===== config.mk =====
export PLATFORM = sky130hd
export DESIGN_NAME = frame_tx_buffer
export DESIGN_NICKNAME = d
export VERILOG_FILES = /design/src/rtl/frame_tx_buffer_pkg.sv /design/src/rtl/frame_slot_ram.sv /design/src/rtl/frame_tx_buffer.sv
export SDC_FILE = /design/constraint.sdc
export NUM_CORES = 1
export LEC_CHECK = 0
export ABC_AREA = 1
export CORE_MARGIN = 2
export CORE_UTILIZATION = 30
export DETAILED_ROUTE_END_ITERATION = 6
export SKIP_LAST_GASP = 1
export SYNTH_ARGS = -nofsm -noshare
export SYNTH_HDL_FRONTEND = slang
export SYNTH_SLANG_ARGS = --single-unit

===== constraint.sdc =====
create_clock -name clock -period 2.22 [get_ports clock]
set_input_delay 0.444 -clock clock [delete_from_list [all_inputs] [get_ports clock]]
set_output_delay 0.444 -clock clock [all_outputs]
set_load 0.01 [all_outputs]

===== src/rtl/frame_tx_buffer_pkg.sv =====
// Shared definitions for the frame transmit buffer.
//   WORD_WIDTH_DEFAULT      : default bits per word (matches sendFrame)
//   WORDS_PER_FRAME_DEFAULT : default words per frame
//   txState_t               : read-side launch FSM encoding (idle=0, start=1, busy=2)
package frame_tx_buffer_pkg;

  localparam int unsigned WORD_WIDTH_DEFAULT      = 8;
  localparam int unsigned WORDS_PER_FRAME_DEFAULT = 2;

  typedef enum logic [1:0] {
    StIdle  = 2'd0,
    StStart = 2'd1,
    StBusy  = 2'd2
  } txState_t;

endpackage


===== src/rtl/frame_slot_ram.sv =====
// Frame slot storage: (1 << ADDR_WIDTH) words of WORD_WIDTH bits.
// Synchronous write, asynchronous (combinational) read. Contents are not reset.
//   clock       : write clock, rising edge
//   writeEnable : store writeData at writeAddr on the next rising edge
//   writeAddr   : write address {slot, word}
//   writeData   : word to store
//   readAddr    : read address {slot, word}
//   readData    : word at readAddr, combinational
module frame_slot_ram
  import frame_tx_buffer_pkg::*;
#(
  parameter int unsigned WORD_WIDTH = WORD_WIDTH_DEFAULT,
  parameter int unsigned ADDR_WIDTH = 3
) (
  input  logic                  clock,
  input  logic                  writeEnable,
  input  logic [ADDR_WIDTH-1:0] writeAddr,
  input  logic [WORD_WIDTH-1:0] writeData,
  input  logic [ADDR_WIDTH-1:0] readAddr,
  output logic [WORD_WIDTH-1:0] readData
);

  localparam int unsigned DEPTH = 1 << ADDR_WIDTH;

  logic [WORD_WIDTH-1:0] mem [DEPTH];

  always_ff @(posedge clock) begin
    if (writeEnable) begin
      mem[writeAddr] <= writeData;
    end
  end

  assign readData = mem[readAddr];

endmodule


===== src/rtl/frame_tx_buffer.sv =====
// Frame transmit buffer feeding sendFrame.
// Packs words from a valid/ready stream into frames of WORDS_PER_FRAME words,
// holds up to FRAME_DEPTH committed frames, and launches sendFrame with a
// one-cycle start pulse per frame. sendFrame reads the head frame through
// frameIndex/frameData and releases it with senderReadyAtNext.
//   clock             : sole clock, rising edge
//   resetN            : asynchronous active-low reset
//   inValid/inReady   : input word handshake
//   inData            : input word; first accepted word of a frame is index 0
//   start             : one-cycle launch pulse to sendFrame
//   frameIndex        : word index requested by sendFrame
//   frameData         : head-frame word at frameIndex, combinational
//   senderReadyAtNext : sendFrame done with the head frame (honoured only when busy past start)
//   framesStored      : committed frames not yet fully sent, head included
//   busy              : a frame is in flight
module frame_tx_buffer
  import frame_tx_buffer_pkg::*;
#(
  parameter int unsigned WORD_WIDTH      = WORD_WIDTH_DEFAULT,
  parameter int unsigned WORDS_PER_FRAME = WORDS_PER_FRAME_DEFAULT,
  parameter int unsigned INDEX_WIDTH     = $clog2(WORDS_PER_FRAME),
  parameter int unsigned FRAME_DEPTH     = 4
) (
  input  logic                           clock,
  input  logic                           resetN,
  input  logic                           inValid,
  output logic                           inReady,
  input  logic [WORD_WIDTH-1:0]          inData,
  output logic                           start,
  input  logic [INDEX_WIDTH-1:0]         frameIndex,
  output logic [WORD_WIDTH-1:0]          frameData,
  input  logic                           senderReadyAtNext,
  output logic [$clog2(FRAME_DEPTH):0]   framesStored,
  output logic                           busy
);

  localparam int unsigned SLOT_WIDTH  = $clog2(FRAME_DEPTH);
  localparam int unsigned COUNT_WIDTH = SLOT_WIDTH + 1;
  localparam int unsigned ADDR_WIDTH  = SLOT_WIDTH + INDEX_WIDTH;

  localparam logic [INDEX_WIDTH-1:0] LAST_WORD  = INDEX_WIDTH'(WORDS_PER_FRAME - 1);
  localparam logic [COUNT_WIDTH-1:0] FULL_COUNT = COUNT_WIDTH'(FRAME_DEPTH);

  txState_t               state;
  logic [SLOT_WIDTH-1:0]  wrSlot;
  logic [SLOT_WIDTH-1:0]  rdSlot;
  logic [INDEX_WIDTH-1:0] wrWord;

  logic accept;
  logic commit;
  logic pop;

  // Based on the pre-pop count, so a full buffer never accepts even while popping.
  assign inReady = (framesStored < FULL_COUNT);
  assign accept  = inValid && inReady;
  assign commit  = accept && (wrWord == LAST_WORD);
  assign pop     = (state == StBusy) && senderReadyAtNext;

  // Write pointer: word and slot counters wrap naturally (both sizes are powers of two).
  always_ff @(posedge clock or negedge resetN) begin
    if (!resetN) begin
      wrWord <= '0;
      wrSlot <= '0;
    end else if (accept) begin
      wrWord <= wrWord + 1'b1;
      if (commit) begin
        wrSlot <= wrSlot + 1'b1;
      end
    end
  end

  // Committed-frame count; a simultaneous commit and pop cancel out.
  always_ff @(posedge clock or negedge resetN) begin
    if (!resetN) begin
      framesStored <= '0;
    end else begin
      unique case ({commit, pop})
        2'b10:   framesStored <= framesStored + 1'b1;
        2'b01:   framesStored <= framesStored - 1'b1;
        default: framesStored <= framesStored;
      endcase
    end
  end

  // Launch FSM with registered start/busy; the head pointer advances on pop.
  always_ff @(posedge clock or negedge resetN) begin
    if (!resetN) begin
      state  <= StIdle;
      start  <= 1'b0;
      busy   <= 1'b0;
      rdSlot <= '0;
    end else begin
      unique case (state)
        StIdle: begin
          if (framesStored != '0) begin
            state <= StStart;
            start <= 1'b1;
            busy  <= 1'b1;
          end
        end
        StStart: begin
          state <= StBusy;
          start <= 1'b0;
        end
        StBusy: begin
          if (senderReadyAtNext) begin
            state  <= StIdle;
            busy   <= 1'b0;
            rdSlot <= rdSlot + 1'b1;
          end
        end
        default: begin
          state <= StIdle;
          start <= 1'b0;
          busy  <= 1'b0;
        end
      endcase
    end
  end

  frame_slot_ram #(
    .WORD_WIDTH (WORD_WIDTH),
    .ADDR_WIDTH (ADDR_WIDTH)
  ) slotRam (
    .clock       (clock),
    .writeEnable (accept),
    .writeAddr   ({wrSlot, wrWord}),
    .writeData   (inData),
    .readAddr    ({rdSlot, frameIndex}),
    .readData    (frameData)
  );

endmodule


# Word level (Yosys, flattened, before mapping)

Memory sizes are Yosys's and may differ from the RTL's.
Cells that the tools add are included.

Memory bits (writable): 64
Memories kept: 1
Flip-flop bits (word level): 12
Output and inout bits: 14
Input port bits: 13

Memory list:

| name        | words | bits a word | read ports | clocked after Yosys merged registers in | write ports | RTL line             | source |
|---|---|---|---|---|---|---|---|
| slotRam.mem | 8     | 8           | 1          | 0                                       | 1           | frame_slot_ram.sv:25 | `logic [WORD_WIDTH-1:0] mem [DEPTH];` |

Eq/ne operators: 6
Reductions and logical operators: 11
$lt $le $gt $ge: 1
Muxes and demuxes: 10
Add/subtract/negate cells: 5
Bitwise gates (word level): 2

Operators with widths:

| operator              | count |
|---|---|
| $reduce_and A2 Y1     | 4 |
| $pmux W2 S3           | 1 |
| $pmux W3 S2           | 1 |
| $add A2 B1 Y2 const B | 2 |
| $eq A2 B1 Y1 const B  | 2 |
| $eq A2 B2 Y1 const B  | 2 |
| $mux W1               | 4 |
| $mux W2               | 2 |
| $ne A2 B2 Y1 const B  | 2 |
| $add A3 B1 Y3 const B | 1 |
| $logic_and A1 B1 Y1   | 3 |
| $lt A3 B3 Y1 const B  | 1 |
| $pmux W1 S3           | 1 |
| $reduce_and A3 Y1     | 1 |
| $reduce_bool A3 Y1    | 1 |
| $sub A3 B1 Y3 const B | 1 |
| $logic_not A2 Y1      | 1 |
| $not A1 Y1            | 2 |
| $pmux W1 S2           | 1 |
| $reduce_bool A2 Y1    | 1 |
| $add A1 B1 Y1 const B | 1 |

# Longest topological paths before layout

Gate-level depths: netlist of the first run.

Depth in word-level cells: 5
Mapped depth: 10

# By module

From an unflattened synthesis of the first run, not the netlist that was laid out.

Cell total of the unflattened synthesis: 358
Area total of the unflattened synthesis: 3467.1 um2

Modules (own cells, without submodules):

| module          | cells an instance | times used | area each (um2) | seq. area each (um2) |
|---|---|---|---|---|
| frame_slot_ram  | 295               | 1          | 2890.3          | 1921.8 |
| frame_tx_buffer | 63                | 1          | 576.8           | 300.3 |

# Least setup slack after synthesis of the first run

OpenSTA, ideal clock, no wires.

Kind: input to register
Start: input port inValid
End: register framesStored[2]
Data arrival time: 1603 ps
Cell stages on the path: 9
Data required time: 2094 ps
Path slack: 492 ps
Path buffers: 0
Path through: inv_1 nor2_1 nand2_1 ha_1 inv_1 fa_1 nand2_1 nand3b_1 xor2_1

Longest elaborated chain between the ends: 4
Elaborated cells on any way between the ends: 6
Classes of those cells: eq/ne (2); mux (1); reduce/logical (3)

RTL lines:

| element                                                  | RTL line              | source |
|---|---|---|
| from (decl)                                              | frame_tx_buffer.sv:26 | `input logic inValid,` |
| $logic_and A1 B1 Y1 (*)                                  | frame_tx_buffer.sv:55 | `assign accept = inValid && inReady;` |
| $logic_and A1 B1 Y1 (*)                                  | frame_tx_buffer.sv:56 | `assign commit = accept && (wrWord == LAST_WORD);` |
| $eq A2 B1 Y1 / $eq A2 B2 Y1 (equally long branches)      | frame_tx_buffer.sv:77 | `unique case ({commit, pop})` |
| $pmux W3 S2 / $reduce_bool A2 Y1 (equally long branches) | --                    |  |
| to (signal assigned)                                     | frame_tx_buffer.sv:78 | `2'b10: framesStored <= framesStored + 1'b1;` |
| to (signal assigned)                                     | frame_tx_buffer.sv:79 | `2'b01: framesStored <= framesStored - 1'b1;` |
| to (signal assigned)                                     | frame_tx_buffer.sv:80 | `default: framesStored <= framesStored;` |
| to (decl)                                                | frame_tx_buffer.sv:33 | `output logic [$clog2(FRAME_DEPTH):0] framesStored,` |

Every way passes the cells marked *; elsewhere a longest branch is shown, timed or not.
A chain may end at the register's enable or synchronous reset.

# Worst setup path after layout of the first run

Start: register rdSlot[0]
End: output port frameData[2]

Longest elaborated chain between the ends: 1

RTL lines:

| element                | RTL line               | source |
|---|---|---|
| from (decl)            | frame_tx_buffer.sv:46  | `logic [SLOT_WIDTH-1:0] rdSlot;` |
| from (signal assigned) | frame_tx_buffer.sv:109 | `rdSlot <= rdSlot + 1'b1;` |
| $mem_v2 Z8 W8          | --                     |  |
| to (decl)              | frame_tx_buffer.sv:31  | `output logic [WORD_WIDTH-1:0] frameData,` |

No other way between the ends.

==> results of run 1 <==
what timing repair did:
| action | 4_1_cts | 5_1_grt |
|---|---|---|
| resized for setup | 13 | 8 |
| cloned | 2 | 0 |
| endpoints found under the setup margin | 8 | 6 |
| buffers inserted | 2 | 2 |
power by group:
part / leakage (uW) / switching (uW) / internal (uW) / total (uW)
Sequential: 0.000716 / 114 / 1770 / 1880
Clock: 0.000149 / 539 / 983 / 1520
Combinational: 0.00118 / 873 / 675 / 1550
Total: 0.00204 / 1530 / 3430 / 4950
final cells by class:
cell class | count | share of cell area [%]
clock buffer | 10 | 5.31
clock inverter | 6 | 2.06
inverter | 84 | 7.54
multi-input combinational | 177 | 18.9
sequential | 76 | 51.6
tap | 143 | 4.15
timing repair buffer | 45 | 10.4
timing repair inverter | 1 | 0.145
cells in the final DEF, fill, tap and decap left out:
cell type	instances
buf_12	1
bufbuf_16	1
o21a_1	1
clkinv_2	1
buf_4	15
a21oi_1	1
inv_4	1
nand3_1	34
inv_6	2
o21ai_0	2
dfrtp_2	1
xor2_1	4
ha_1	5
or2_1	1
dfrtp_1	11
clkbuf_1	1
nand2_1	113
fa_1	1
inv_1	82
dlygate4sd2_1	2
clkdlybuf4s50_1	17
nand3b_1	1
dlymetal6s2s_1	5
nor2_4	1
clkinv_4	1
nor2_1	12
clkbuf_2	1
buf_6	2
buf_2	1
bufinv_16	2
xnor2_1	1
edfxtp_1	64
clkbuf_16	9
clkinvlp_4	2
state kept, by name, indices dropped and copies added (netlist names):
signal and cells:
slotRam.mem 64, rdSlot 2, wrSlot 2, start 1, framesStored 3, busy 1, state 2, wrWord 1
stage by stage:
stage	hold slack, ns	power (uW)	worst slack, ns	area [um^2]	std cells
4_1_cts	0.480	5000	-0.0131	4290	540
6_report	0.478	4950	0.134	4310	542
3_5_place_dp	0.482	3410	-0.366	3910	520
2_1_floorplan	0.148	2770	0.492	3460	348
3_3_place_gp	0.474	3380	-0.339	3910	520
5_1_grt	0.506	5270	0.0544	4310	542
how the worst min path moves through the flow:
stage	start	to	slack [ns]	cells after the start
floorplan	resetN	busy	0.15	0
global placement	start	start	0.47	2
detailed placement	start	start	0.48	2
CTS	resetN	framesStored[0]	0.48	1
global route	resetN	framesStored[0]	0.51	1
finish	resetN	framesStored[0]	0.48	1
critical path: cells and delay by family, from the launching register on:
kind                   cells  cell delay [ns]
and+or+nand+nor            4             0.24
buffers and inverters      3             0.59
DFF                        1             0.48
per-layer routing:
metal  vias up  routed length, um
met5         -                  0
met4         0                 57
met3         7                612
met2        72               3280
met1      1065               3030
li1       1159                  -
cells by family after synthesis:
family	synth area share, %
buf+inv	12.2
xor+xnor	1.27
compound gates	0.652
flops	64.3
simple gates	19.2
fa+ha+maj	2.39
==> impl_results.md, run 1 <==
* Status: finished clean
* Crit Path Class: reg2out
* Relative slew slack at roughly 62%
* Power Density at around 1100 mW/mm^2
* Largest cells by area after synthesis: edfxtp_1 56%, nand2_1 12%, inv_1 8.9%
* GR Util met1 at between 10 and 15%
* TritonCTS clock tree: done
* Sequential-to-total area share from yosys stat at 64.3%
* CTS max path bufs at 2
* Largest area contributor in the netlist: edfxtp_1
* TNS Setup at 0 ns
* Syn-to-layout area delta at 24.8%
* F_max at 0.479 GHz
* Ant. Diodes at 0
* Period minus WS final at roughly 2.1 ns
* PortBufs at 26
* Ports at 27
* # fillers at roughly 1,100
* Period utilization at 94.0%
* P_leak at approximately 0.0020 uW
* Total wire length at approximately 7000 um
* Post-synth EDFFs at 64
* Ys async rst share at approximately 16%
* Cell count after synthesis at approximately 350
* Slew @ Worst Pin at about 0.56 ns
* Largest net degree at the start of global routing at 33
* Synth Area per Inst at 9.93 um^2
* Commonest cells post-synth: 113 x nand2_1, 82 x inv_1, 64 x edfxtp_1, 34 x nand3_1
* Fin. max-slew vios at 0
* Hold crit path type: in2async
* Number of vias per cell at between 4 and 5
* Max VDD drop at between 0.6 and 0.7 mV
* Busiest grt layer: met2
* Final hold vios at 0
* All-layer global routing usage at approximately 12%
* Die ar. at 0.0124 mm^2
* Clk_lat worst skew at about 0.33 ns
* Unique masters post-synth at 20
* Per-cell routed wire length at about 13 um
* R2R Path End: framesStored[2]
* Reg2Reg Depth at 9
* Grt ovf at 0
* Slowest stage cell, crit path: dfrtp_2
* Grt met3 use at approximately 4.7%
* Final HPWL DP at 4350 um
* Clock skew at 0.00520 ns
* Critical Path Source Type: register
* Via count at 2,303
* CP most frequent cell: nand2_1
* Initial Util at 30.5%
* Crit. Startpoint: rdSlot[0]
* DRT Pass-1 Iters at 4
* R2r setup slk at between 0.5 and 0.6 ns
* Die Y at between 100 and 150 um
* CP cell instances: buf_6 -> buf_4 -> nand3_1 -> nand2_1 -> nand2_1 -> nand2_1 -> dlygate4sd2_1
* Multi-input logic area at 813 um^2
* Root Buffer: clkbuf_16
* Mapped Area at roughly 0.0035 mm^2
* RSZ-0062 raised after global routing: false
* Area share of the largest cell type after synthesis at 55.6%
* Residual DRC at 0
* Final core utilization at a little under two fifths
* Global-route wire length before repair at 11,600 um
* Core box area at approximately 0.011 mm^2
* Met2 Use GR at between 20% and 30%
* Syn Nets at roughly 370
* Fin nets at 413
* Max Cap Viol at 0
* Chip width at 111 um
* Yosys Warn Count at 0
* CP peak stage delay at between 0.4 and 0.5 ns
* Final RePlAce weighted congestion at 0.770
* Main synth FF type: edfxtp_1
* Sink Count at 76
* Crit path arrival time at roughly 1.6 ns
* Setup violators final at 0
* Register area at between 0.002 and 0.0025 mm^2
* Most frequent cell after synthesis: nand2_1
* Worst r2r src: state[0]
* Seq cells post-synth at 76
* Row count at 39
* Worst-path clk slew at roughly 0.06 ns
* Worst Setup EP: frameData[2]
* CP Capture Type: primary output
* Initial antenna violation count at 0
* Layout cell share with drive strength beyond 1 at 10.3%
* WP data required at 1.78 ns
* H-tree levels at 3
* 1st-iter DRT viols at roughly 180
* Hold_buf cts at 0
* TritonCTS Buffers at 9
* Vias in the first global route at 2,351
* Crit Path Max Fanout at 5
* ANT nets after route at 0
Note: power is estimated with default switching activity, not from simulation.
==> run 2, diff against run 1 <==
--- a/config.mk
+++ b/config.mk
@@ -6,9 +6,10 @@
 export NUM_CORES = 1
 export LEC_CHECK = 0
 export ABC_AREA = 1
-export CORE_MARGIN = 2
-export CORE_UTILIZATION = 30
+export CORE_MARGIN = 8
+export CORE_UTILIZATION = 40
 export DETAILED_ROUTE_END_ITERATION = 6
+export GPL_TIMING_DRIVEN = 0
 export SKIP_LAST_GASP = 1
 export SYNTH_ARGS = -nofsm -noshare
 export SYNTH_HDL_FRONTEND = slang
==> run 2 against run 1 <==
Critical endpoint is now frameData[3]. Critical path type unchanged. Worst hold slack worse by 0.029 ns. Clock skew is 0.0037 ns higher. Largest cell class unchanged. Wire length is 1.2% lower. Power is 10% lower. Count of clock-buffer cells in the layout is 1 higher. Utilization is 9.3 points higher. Via count is 3.3% lower.
==> impl_results.md, run 2 (synthesis results as in run 1) <==
* Status: finished clean
* Number of vias per cell at 4.46
* Die ar. at 0.0119 mm^2
* CTS max path bufs at 2
* Min Hold Slack at 0.448 ns
* Final core utilization at a little under half
* Crit Path Max Fanout at 9
* Final hold vios at 0
* CP peak stage delay at roughly 0.37 ns
* RSZ-0062 raised after global routing: false
* Clock share of power at between 20% and 30%
* CP Buf/Inv Count at 5
* R2R Path End: slotRam.mem[4][6]
* Core box area at between 0.008 and 0.009 mm^2
* Largest reg by FF count: slotRam.mem
* TritonCTS clock tree: done
* Period utilization at between 90% and 100%
* # fillers at 798
* Final worst setup slack at 0.103 ns
* P_leak at ~0.0019 uW
* Top flop regs: slotRam.mem: 64 flops, framesStored: 3 flops
* Clock skew at 0.00890 ns
* Crit path arrival time at around 1.7 ns
* Most frequent cells in the layout: 113 x nand2_1, 82 x inv_1, 64 x edfxtp_1
* Syn-to-layout area delta at 17.3%
* F_max at about 0.47 GHz
* Seq pwr share at 41.8%
* Hold crit path type: in2async
* Critical Path Source Type: register
* Multi-input logic area at 813 um^2
* Worst-path clk slew at about 0.080 ns
* Largest net degree at the start of global routing at 13
* Ant. Diodes at 0
* Crit Path Class: reg2out
* CP top delay family: buffers and inverters
* TNS Setup at 0 ns
* Global-route wire length before repair at about 11,000 um
* CP Capture Type: primary output
* Residual DRC at 0
* Register area at approximately 0.0022 mm^2
* Grt ovf at 0
* Fin. max-slew vios at 0
* Clk_lat worst skew at around 0.34 ns
* Worst r2r src: framesStored[2]
* Non-Filler Instances at 500
* Die Y at around 110 um
* DRT Pass-1 Iters at 4
* Setup violators final at 0
* Reg2Reg Depth at 4
* Root Buffer: clkbuf_8
* Setup Slack @ Placement at -0.208 ns
* Layout cell share with drive strength beyond 1 at 8.93%
* R2r setup slk at 0.32 ns
* Row count at 34
* Max reg flops at 64
* Switching share of power at 32.5%
* Final HPWL DP at around 4700 um
* PortBufs at 25
* Initial antenna violation count at 0
* Via count at around 2,200
* Sw Pwr at 1440 uW
* Chip width at approximately 110 um
* Initial Util at 40.4%
* CP most frequent cell: nand2_1
* Cells after DPL at about 480
* Max VDD drop at about 0.62 mV
* Int Power at 3000 uW
* TritonCTS Buffers at 9
* ANT nets after route at 0
* Period minus WS final at 2.12 ns
* Ports at 27
* 1st-iter DRT viols at slightly above 80
* Power Density at 1090 mW/mm^2
* Final RePlAce weighted congestion at roughly 0.76
* Sink Count at between 70 and 80
* Relative slew slack at between 40 and 50%
* CP cell instances: buf_6 -> inv_8 -> buf_8 -> buf_4 -> nand3_1 -> nand2_1 -> nand2_1 -> nand2_1 -> clkbuf_2
* Max Cap Viol at 0
* Fin nets at ~400
* Per-cell routed wire length at 13.8 um
* Slowest stage cell, crit path: dfrtp_1
* Comb power frac at 33.4%
* Vias in the first global route at 2,247
* H-tree levels at 3
* WP data required at 1.78 ns
* Total wire length at roughly 6900 um
* Slew @ Worst Pin at 0.836 ns
* Commonest non-fill, non-tap cell in the layout: nand2_1
* All-layer global routing usage at 12.9%
run 2: how the worst max path moves through the flow:
stage          startpoint  slack (ns)           endpoint  cells past startpoint
2_1_floorplan     inValid        0.49    framesStored[2]                      9
3_3_place_gp      inValid       -0.19  slotRam.mem[4][0]                      6
3_5_place_dp      inValid       -0.21  slotRam.mem[6][1]                      6
4_1_cts         rdSlot[0]       -0.07       frameData[3]                      9
5_1_grt         rdSlot[0]      0.0002       frameData[4]                      9
6_report        rdSlot[0]        0.10       frameData[3]                      9
run 2: what timing repair did:
| action | in CTS | in global routing |
|---|---|---|
| hold buffers | 0 | 0 |
| resized for setup | 11 | 12 |
| endpoints found under the hold margin | 0 | 0 |
| buffers inserted | 3 | 0 |
| setup endpoints to repair | 8 | 6 |
run 2: through the flow:
stage / total power [uW] / cell area, um^2
finish: 4440 / 4060
global route: 4720 / 4060
CTS: 4500 / 4070
detailed placement: 3400 / 3840
global placement: 3370 / 3840
floorplan: 2770 / 3460
run 2: worst reg2reg max path, cell delays in order (launching register included):
cell and delay, ns:
dfrtp_1 0.40, nor2_1 0.14, inv_1 0.06, or2_1 0.28
nor2_1 0.64
run 2: final cells by class:
type	count	area share [%]
timing repair buffer	28	6.05
multi-input combinational	177	20.1
inverter	84	8.02
tap	108	3.33
buffer	11	2.62
sequential	76	54.8
clock inverter	5	1.88
clock buffer	11	3.24
run 2: layer usage:
layer	vias up	global-route usage, %	part of all wire [%]
li1	1142	-	-
met1	1025	15.3	45
met2	50	21.0	47
met3	11	4.49	5.5
met4	0	4.99	1.9
met5	-	0	0
run 2: power groups by stage:
stage	Sequential [uW]	Combinational, uW	Clock [uW]
floorplan	1890	878	0
global placement	1880	1500	0
detailed placement	1880	1520	0
CTS	1850	1510	1140
global route	1870	1660	1190
finish	1850	1480	1100
